==> src/rtl/axi_pkg.sv <==
// Shared AXI definitions: arbiter state encodings, burst and response constants,
// and the fixed AXI field widths used by the read and write arbiters.
package axi_pkg;

  localparam int unsigned LEN_WIDTH   = 8;
  localparam int unsigned BEATS_WIDTH = LEN_WIDTH + 1;
  localparam int unsigned SIZE_WIDTH  = 3;
  localparam int unsigned BURST_WIDTH = 2;
  localparam int unsigned RESP_WIDTH  = 2;

  typedef enum logic [1:0] {
    ARB_IDLE = 2'd0,
    ARB_ADDR = 2'd1,
    ARB_DATA = 2'd2
  } arb_state_e;

  localparam logic [BURST_WIDTH-1:0] BURST_FIXED = 2'b00;
  localparam logic [BURST_WIDTH-1:0] BURST_INCR  = 2'b01;
  localparam logic [BURST_WIDTH-1:0] BURST_WRAP  = 2'b10;

  localparam logic [RESP_WIDTH-1:0] RESP_OKAY   = 2'b00;
  localparam logic [RESP_WIDTH-1:0] RESP_SLVERR = 2'b10;

endpackage

==> src/rtl/rr_arbiter_2.sv <==
// Two-requester round-robin pick: a tie goes to the requester that did not win last.
module rr_arbiter_2 (
  input  logic [1:0] req,
  input  logic       last_grant,
  output logic       gnt_valid,
  output logic       gnt_id
);

  always_comb begin
    gnt_valid = |req;
    gnt_id    = 1'b0;
    case (req)
      2'b10:   gnt_id = 1'b1;
      2'b11:   gnt_id = ~last_grant;
      default: gnt_id = 1'b0;
    endcase
  end

endmodule

==> src/rtl/axi_read_arbiter.sv <==
// Two-master to one-slave AXI read arbiter: round-robin AR grant held for the whole
// burst, combinational R routing to the granted master, sticky rlast/beat-count check.
module axi_read_arbiter
  import axi_pkg::*;
#(
  parameter int unsigned ADDRESS_WIDTH = 8,
  parameter int unsigned DATA_WIDTH    = 32
) (
  input  logic                     aclk,
  input  logic                     aresetn,

  input  logic [ADDRESS_WIDTH-1:0] m0_araddr,
  input  logic [LEN_WIDTH-1:0]     m0_arlen,
  input  logic [SIZE_WIDTH-1:0]    m0_arsize,
  input  logic [BURST_WIDTH-1:0]   m0_arburst,
  input  logic                     m0_arvalid,
  output logic                     m0_arready,
  output logic [DATA_WIDTH-1:0]    m0_rdata,
  output logic [RESP_WIDTH-1:0]    m0_rresp,
  output logic                     m0_rlast,
  output logic                     m0_rvalid,
  input  logic                     m0_rready,

  input  logic [ADDRESS_WIDTH-1:0] m1_araddr,
  input  logic [LEN_WIDTH-1:0]     m1_arlen,
  input  logic [SIZE_WIDTH-1:0]    m1_arsize,
  input  logic [BURST_WIDTH-1:0]   m1_arburst,
  input  logic                     m1_arvalid,
  output logic                     m1_arready,
  output logic [DATA_WIDTH-1:0]    m1_rdata,
  output logic [RESP_WIDTH-1:0]    m1_rresp,
  output logic                     m1_rlast,
  output logic                     m1_rvalid,
  input  logic                     m1_rready,

  output logic [ADDRESS_WIDTH-1:0] s_araddr,
  output logic [LEN_WIDTH-1:0]     s_arlen,
  output logic [SIZE_WIDTH-1:0]    s_arsize,
  output logic [BURST_WIDTH-1:0]   s_arburst,
  output logic                     s_arvalid,
  input  logic                     s_arready,
  input  logic [DATA_WIDTH-1:0]    s_rdata,
  input  logic [RESP_WIDTH-1:0]    s_rresp,
  input  logic                     s_rlast,
  input  logic                     s_rvalid,
  output logic                     s_rready,

  output logic                     grant_id,
  output logic                     busy,
  output logic                     burst_err
);

  arb_state_e             state, state_nxt;
  logic                   last_grant;
  logic [BEATS_WIDTH-1:0] beats_left;
  logic                   rr_valid, rr_id;
  logic                   sel_arvalid, sel_rready;
  logic                   r_hs;

  rr_arbiter_2 u_rr (
    .req        ({m1_arvalid, m0_arvalid}),
    .last_grant (last_grant),
    .gnt_valid  (rr_valid),
    .gnt_id     (rr_id)
  );

  // AR payload and handshake inputs follow the latched grant
  always_comb begin
    s_araddr    = grant_id ? m1_araddr  : m0_araddr;
    s_arlen     = grant_id ? m1_arlen   : m0_arlen;
    s_arsize    = grant_id ? m1_arsize  : m0_arsize;
    s_arburst   = grant_id ? m1_arburst : m0_arburst;
    sel_arvalid = grant_id ? m1_arvalid : m0_arvalid;
    sel_rready  = grant_id ? m1_rready  : m0_rready;
  end

  assign r_hs = (state == ARB_DATA) && s_rvalid && sel_rready;
  assign busy = (state != ARB_IDLE);

  always_ff @(posedge aclk or negedge aresetn) begin
    if (!aresetn) state <= ARB_IDLE;
    else          state <= state_nxt;
  end

  always_comb begin
    state_nxt  = state;
    s_arvalid  = 1'b0;
    m0_arready = 1'b0;
    m1_arready = 1'b0;
    s_rready   = 1'b0;
    case (state)
      ARB_IDLE: begin
        if (rr_valid) state_nxt = ARB_ADDR;
      end
      ARB_ADDR: begin
        s_arvalid  = sel_arvalid;
        m0_arready = !grant_id && s_arready;
        m1_arready = grant_id && s_arready;
        if (sel_arvalid && s_arready) state_nxt = ARB_DATA;
      end
      ARB_DATA: begin
        s_rready = sel_rready;
        if (r_hs && s_rlast) state_nxt = ARB_IDLE;
      end
      default: state_nxt = ARB_IDLE;
    endcase
  end

  // R beats reach only the granted master; the other side sees all zeros
  always_comb begin
    m0_rdata  = '0;
    m0_rresp  = RESP_OKAY;
    m0_rlast  = 1'b0;
    m0_rvalid = 1'b0;
    m1_rdata  = '0;
    m1_rresp  = RESP_OKAY;
    m1_rlast  = 1'b0;
    m1_rvalid = 1'b0;
    if (state == ARB_DATA) begin
      if (grant_id) begin
        m1_rdata  = s_rdata;
        m1_rresp  = s_rresp;
        m1_rlast  = s_rlast;
        m1_rvalid = s_rvalid;
      end else begin
        m0_rdata  = s_rdata;
        m0_rresp  = s_rresp;
        m0_rlast  = s_rlast;
        m0_rvalid = s_rvalid;
      end
    end
  end

  always_ff @(posedge aclk or negedge aresetn) begin
    if (!aresetn) begin
      grant_id   <= 1'b0;
      last_grant <= 1'b1;
      beats_left <= '0;
      burst_err  <= 1'b0;
    end else begin
      if (state == ARB_IDLE && rr_valid) begin
        grant_id   <= rr_id;
        beats_left <= BEATS_WIDTH'({1'b0, (rr_id ? m1_arlen : m0_arlen)}) + BEATS_WIDTH'(1);
      end
      if (r_hs) begin
        // Saturate so an overrunning burst cannot wrap the counter
        if (beats_left != '0) beats_left <= beats_left - BEATS_WIDTH'(1);
        if ((s_rlast && beats_left != BEATS_WIDTH'(1)) ||
            (!s_rlast && beats_left == BEATS_WIDTH'(1)))
          burst_err <= 1'b1;
        if (s_rlast) last_grant <= grant_id;
      end
    end
  end

endmodule

==> config.mk <==
export PLATFORM = sky130hd
export DESIGN_NAME = axi_read_arbiter
export DESIGN_NICKNAME = d
export VERILOG_FILES = /design/src/rtl/axi_pkg.sv /design/src/rtl/rr_arbiter_2.sv /design/src/rtl/axi_read_arbiter.sv
export SDC_FILE = /design/constraint.sdc
export NUM_CORES = 1
export LEC_CHECK = 0
export CORE_ASPECT_RATIO = 1.2
export CORE_UTILIZATION = 25
export DETAILED_ROUTE_END_ITERATION = 8
export GPL_TIMING_DRIVEN = 1
export PLACE_DENSITY_LB_ADDON = 0.05
export SLEW_MARGIN = 40
export SYNTH_ARGS = -nofsm -noshare
export SYNTH_HDL_FRONTEND = slang
export SYNTH_SLANG_ARGS = --single-unit
==> constraint.sdc <==
create_clock -name aclk -period 4.6 [get_ports aclk]
set_clock_uncertainty 0.2 [all_clocks]
set_input_delay 0.69 -clock aclk [delete_from_list [all_inputs] [get_ports aclk]]
set_output_delay 0.69 -clock aclk [all_outputs]
set_load 0.02 [all_outputs]
== Word level (Yosys, flattened, before mapping) ==
Index checks and enable logic that the tools add are counted.

* Add/sub/neg operators: 2
* $mul: 0
* Div/mod/pow operators: 0
* Order comparisons: 0
* Eq/ne operators: 9
* Shifts and indexed selects: 0
* Multiplexer cells: 35
* Bitwise operators: 1
* Reductions and logical operators: 19

{| class="wikitable"
|+ Operators by type and width
! cell !! number
|-
| 32-bit two-way mux || 4
|-
| 9-bit two-way mux || 3
|-
| 8-bit two-way mux || 3
|-
| 2-bit two-way mux || 8
|-
| 1-bit two-way mux || 14
|-
| 8-bit by 1-bit adder with 9-bit output, second input constant || 1
|-
| 9-bit by 1-bit == test with 1-bit output, second input constant || 1
|-
| 1-bit logical AND || 9
|-
| 9-bit by 1-bit != test with 1-bit output, second input constant || 1
|-
| 9-bit nonzero test || 1
|-
| 9-bit by 1-bit subtractor with 9-bit output, second input constant || 1
|-
| 2-bit == test, second input constant || 3
|-
| 2-bit != test, second input constant || 3
|-
| 2-bit case mux with 3 select lines || 1
|-
| 2-bit AND reduction || 2
|-
| 3-bit two-way mux || 1
|-
| 3-bit AND reduction || 1
|-
| 2-bit by 1-bit == test with 1-bit output, second input constant || 1
|-
| 1-bit zero test || 2
|-
| 2-bit zero test || 1
|-
| 1-bit case mux with 2 select lines || 1
|-
| 2-bit nonzero test || 1
|-
| 2-bit OR reduction || 1
|-
| 1-bit logical OR || 1
|-
| 1-bit NOT || 1
|}

* Flip-flop bits (word level): 14
* Latch bits: 0
* Memory bits (writable): 0
* ROM bits: 0
* Bits of input ports: 85
* Output and inout bits: 100
* Logic and storage cells: 71
* Memories kept: 0

== Depth between registers and ports, before layout ==
* Depth after elaboration: 7
* Mapped depth: 9
* Depth with buffers taken out: 8

== By module ==
From an unflattened synthesis, not the netlist that was laid out.

* Cell total of the unflattened synthesis: 227
* Area, all modules: 1786.7 µm²

{| class="wikitable"
|+ Modules (own cells, without submodules)
! module !! instances !! cells an instance !! area an instance (µm²) !! seq. area each (µm²)
|-
| axi_read_arbiter || 1 || 225 || 1773.0 || 351.6
|-
| rr_arbiter_2 || 1 || 2 || 13.8 || 0.0
|}

== Least setup slack after synthesis ==
No wires, ideal clock.

* Kind: input-to-reg
* Start: input port m1_arvalid
* End: register beats_left[6]
* Library setup time: 0.104 ns
* Data arrival time: 2.339 ns
* Data required time: 4.296 ns
* Path slack: 1.957 ns
* Stages on the path: 8
* Path buffers: 1
* Cells stage by stage: a21boi_2 > buf_2 > mux2_2 > ha_1 > and3_1 > xor2_1 > mux2i_1 > a221oi_1

* Word-level cells in the longest chain between the ends: 7
* Elaborated cells between the ends (all ways): 10
* Those cells by class: 1 x add/sub; 2 x eq/ne; 5 x mux; 2 x reduce/logical

{| class="wikitable"
|+ Ends and longest elaborated chain
! what !! RTL line !! RTL
|-
| start, declared || axi_read_arbiter.sv:28 || <nowiki>input logic m1_arvalid,</nowiki>
|-
| 2-bit == test || rr_arbiter_2.sv:12 || <nowiki>case (req)</nowiki>
|-
| 1-bit case mux with 2 select lines || rr_arbiter_2.sv:12 ||
|-
| 8-bit two-way mux || axi_read_arbiter.sv:143 || <nowiki>beats_left <= BEATS_WIDTH'({1'b0, (rr_id ? m1_arlen : m0_arlen)}) + BEATS_WIDTH'(1);</nowiki>
|-
| 8-bit by 1-bit adder with 9-bit output || axi_read_arbiter.sv:143 ||
|-
| 9-bit two-way mux (*) || axi_read_arbiter.sv:141 || <nowiki>if (state == ARB_IDLE && rr_valid) begin</nowiki>
|-
| 9-bit two-way mux || axi_read_arbiter.sv:147 || <nowiki>if (beats_left != '0) beats_left <= beats_left - BEATS_WIDTH'(1);</nowiki>
|-
| 9-bit two-way mux (*) || axi_read_arbiter.sv:145 || <nowiki>if (r_hs) begin</nowiki>
|-
| end signal, assigned || axi_read_arbiter.sv:143 ||
|-
| end signal, assigned || axi_read_arbiter.sv:147 ||
|-
| end, declared || axi_read_arbiter.sv:55 || <nowiki>logic [BEATS_WIDTH-1:0] beats_left;</nowiki>
|}

Every way passes the cells marked *; elsewhere a longest branch is shown, timed or not.
A chain may end at the register's enable or synchronous reset.

== Worst setup path in the final report ==
* Start: register state[0]
* End: output port m0_rdata[18]

* Word-level cells in the longest chain between the ends: 2

{| class="wikitable"
|+ Ends and longest elaborated chain
! what !! RTL line !! RTL
|-
| start, declared || axi_read_arbiter.sv:53 || <nowiki>arb_state_e state, state_nxt;</nowiki>
|-
| start signal, assigned || axi_read_arbiter.sv:82 || <nowiki>else state <= state_nxt;</nowiki>
|-
| 2-bit == test || axi_read_arbiter.sv:119 || <nowiki>if (state == ARB_DATA) begin</nowiki>
|-
| 32-bit two-way mux || axi_read_arbiter.sv:119 ||
|-
| end, declared || axi_read_arbiter.sv:18 || <nowiki>output logic [DATA_WIDTH-1:0] m0_rdata,</nowiki>
|}

No other way between the ends.

==> impl_metrics.csv <==
group,metric,value,unit
yosys,synth_xor_area_frac,0.0501,
setup_path,cp_num_buf_inv,1,
setup_path,crit_type,"reg2out",
setup_path,cp.arrival,2.22,ns
final_layout,final_common_cell,"clkdlybuf4s50_1",
clocking,numCtsBuffers,3,
final_layout,layout_common_cells,"clkdlybuf4s50_1 (184), and3_1 (42), and2_1 (38)",
final_layout,syn_to_final_growth,102,%
detailed_routing,ant_nets,0,
detailed_routing,drc,0,
global_routing,grt.met2_usage,0.330,
floorplanning,die_area,8050,sq um
clocking,ctsHoldBuffers,0,
status,outcome,"finished clean",
clocking,root_buffer,"clkbuf_8",
detailed_routing,vias,2421,
sta,setup_viol,0,
floorplanning,row_count,34,
detailed_routing,finalWirelength,7870,microns
yosys,ys_async_sr_fraction,1.00,
yosys,synth_cell_types,49,
yosys,synth-compound-area-share,0.106,
yosys,yosys.area_share.simple,0.418,
clocking,cts_max_path_buffers,2,
sta,rsz0062_at_grt,"false",
pwr,p_total,0.00146,W
setup_path,cp-end-kind,"output pin",
floorplanning,io_pins,185,
yosys,synth.avg_cell_area,7.76,sq um
setup_path,cp_cell_sequence,"and2b_1 > nor2b_4 > and2_1 > clkdlybuf4s50_1",
yosys,ys_ff_latch,14,
detailed_routing,wl_per_cell,15.4,microns
pwr,power_leakage,1.60,nW
detailed_routing,avgViaCountPerCell,4.73,
yosys,synth_edf_count,0,
sta,slew_headroom,0.580,
place,dp_hpwl,6310,microns
yosys,yosysWarnings,0,
final_layout,final_nets,510,
clocking,cts_setup_buffers,0,
pwr,ir_drop,0.000280,V
global_routing,grt_pass1_wl,11600,microns
yosys,yosys-mux-area-fraction,0.174,
final_layout,drive_gt1_frac,0.0926,
place,port_buffers,184,
yosys,ys_seq_area_frac,0.183,
clocking,clkSinkCount,14,
setup_path,cp_slowest_stage_delay,0.62,ns
run,max_cap_viol_count,0,
setup_path,crit_slowest_cell,"clkdlybuf4s50_1",
clocking,clkTransAtPathRegs,0.06,ns
yosys,syn_nets,336,
global_routing,busiest_layer,"met2",
clocking,clk_latency,0.25,ns
pwr,p_per_area,375,nW/um^2
yosys,synth_ff_type,"dfrtp_1",
floorplanning,die_x,82.1,microns
setup_path,required,3.71,ns
global_routing,antenna_found_initial,1,
place,placed_cell_area,3830,sq um
floorplanning,start_util,0.261,
yosys,syn_area,1920,sq um
setup_path,crit_path_start_kind,"flop",
global_routing,grt_overflow,0,
sta,tightest_slew,0.628,ns
global_routing,grt_max_degree,66,
clocking,cts_tree,"done",
global_routing,grtUsageMet3,0.0393,
detailed_routing,drt_iter0_markers,50,
global_routing,use_met1,0.224,
min_path,hp-class,"reg2reg",
floorplanning,coreArea,7360,sq um
sta,fmax,321,MHz
global_routing,grtUsageTotal,0.184,
place,gp_congestion,0.800,
setup_path,crit_fanout,37,
sta,final_max_slew_viol_count,0,
yosys,synth_top_family_by_area,"simple AND/OR/NAND/NOR gates",
final_layout,final_area,3880,sq um
sta,tns,0,ns
sta,fin_crit,3.11,ns
sta,timing_hold_violations_final,0,
global_routing,grt_pass1_vias,2194,
sta,finalCritPeriodShare,0.677,
clocking,cts_resized,0,
setup_path,path_delay_family,"simple AND/OR/NAND/NOR gates",
detailed_routing,first_pass_iters,4,
yosys,syn_inst,248,
sta,hold_ws,0.271,ns
floorplanning,die_h,98.1,microns
yosys,synthAdderAreaFrac,0.0195,
clocking,htreeDepth,1,
[flip-flops by register name, summed over array words and instances, names as in the netlist]
signal / flops
beats_left: 9
state: 2
last_grant: 1
grant_id: 1
burst_err: 1
[per-stage QoR]
step / cells / setup slack, ns / utilization
finish: 512 / 1.49 / 0.527
global route: 511 / 1.32 / 0.527
CTS: 511 / 1.48 / 0.527
detailed placement: 507 / 1.39 / 0.521
global placement: 507 / 1.40 / 0.520
floorplan: 248 / 1.96 / -
[power by group]
group          total, W  switching [W]  leakage [nW]  internal (W)
Clock          0.000105      0.0000435        0.0228     0.0000613
Combinational   0.00111       0.000570          1.41      0.000542
Sequential     0.000240      0.0000573         0.164      0.000183
Total           0.00146       0.000671          1.60      0.000786
[metal layers]
| layer | share of wire | vias to the layer above |
|---|---|---|
| met1 | 0.42 | 1076 |
| met4 | 0.010 | 0 |
| met3 | 0.087 | 8 |
| met2 | 0.49 | 108 |
| met5 | 0 | - |
| li1 | - | 1229 |
[final cells by class]
type | instances | area [sq um]
fillers | 704 | 3480
diodes | 1 | 2.50
well taps | 90 | 113
repair buffers | 187 | 1860
inverters | 5 | 18.8
flip-flops and latches | 14 | 353
clock buffers | 4 | 45.0
multi-input cells | 211 | 1490
[cell usage after synthesis, types with 2 or more instances]
cell type / number / area share
nand2_1: 16 / 0.031
ha_1: 3 / 0.020
nor3b_1: 3 / 0.012
mux2_2: 24 / 0.14
nor3_1: 2 / 0.0052
clkbuf_1: 13 / 0.025
buf_2: 3 / 0.0078
and3_1: 42 / 0.14
or3_1: 3 / 0.0098
xor2_1: 5 / 0.023
and2_1: 38 / 0.12
o21ai_0: 8 / 0.021
a22o_1: 2 / 0.0091
dfrtp_1: 13 / 0.17
inv_1: 5 / 0.0098
xnor2_1: 6 / 0.027
a21oi_1: 5 / 0.013
nand3_1: 12 / 0.031
mux2i_1: 5 / 0.026
o211ai_1: 2 / 0.0078
nor2b_1: 3 / 0.0098
nor2_1: 8 / 0.016
[final timing paths]
check                          start             to  slack [ns]  depth (start not counted)
max in group asynchronous    aresetn       grant_id        3.12                          1
min in group asynchronous    aresetn  beats_left[2]        0.63                          1
min                        burst_err      burst_err        0.27                          1
min reg2reg                burst_err      burst_err        0.27                          1
max reg2reg                 grant_id  beats_left[3]        2.13                          6
max                         state[0]   m0_rdata[18]        1.49                          4
[logic make-up after synthesis]
kind of cell	count (synthesis)
multiplexers	30
AO/OA/AOI/OAI	29
adder cells (fa/ha/maj)	3
XOR/XNOR	11
buffers and inverters	23
AND/OR/NAND/NOR	138
flip-flops	14
(Power assumes the default switching activity.)
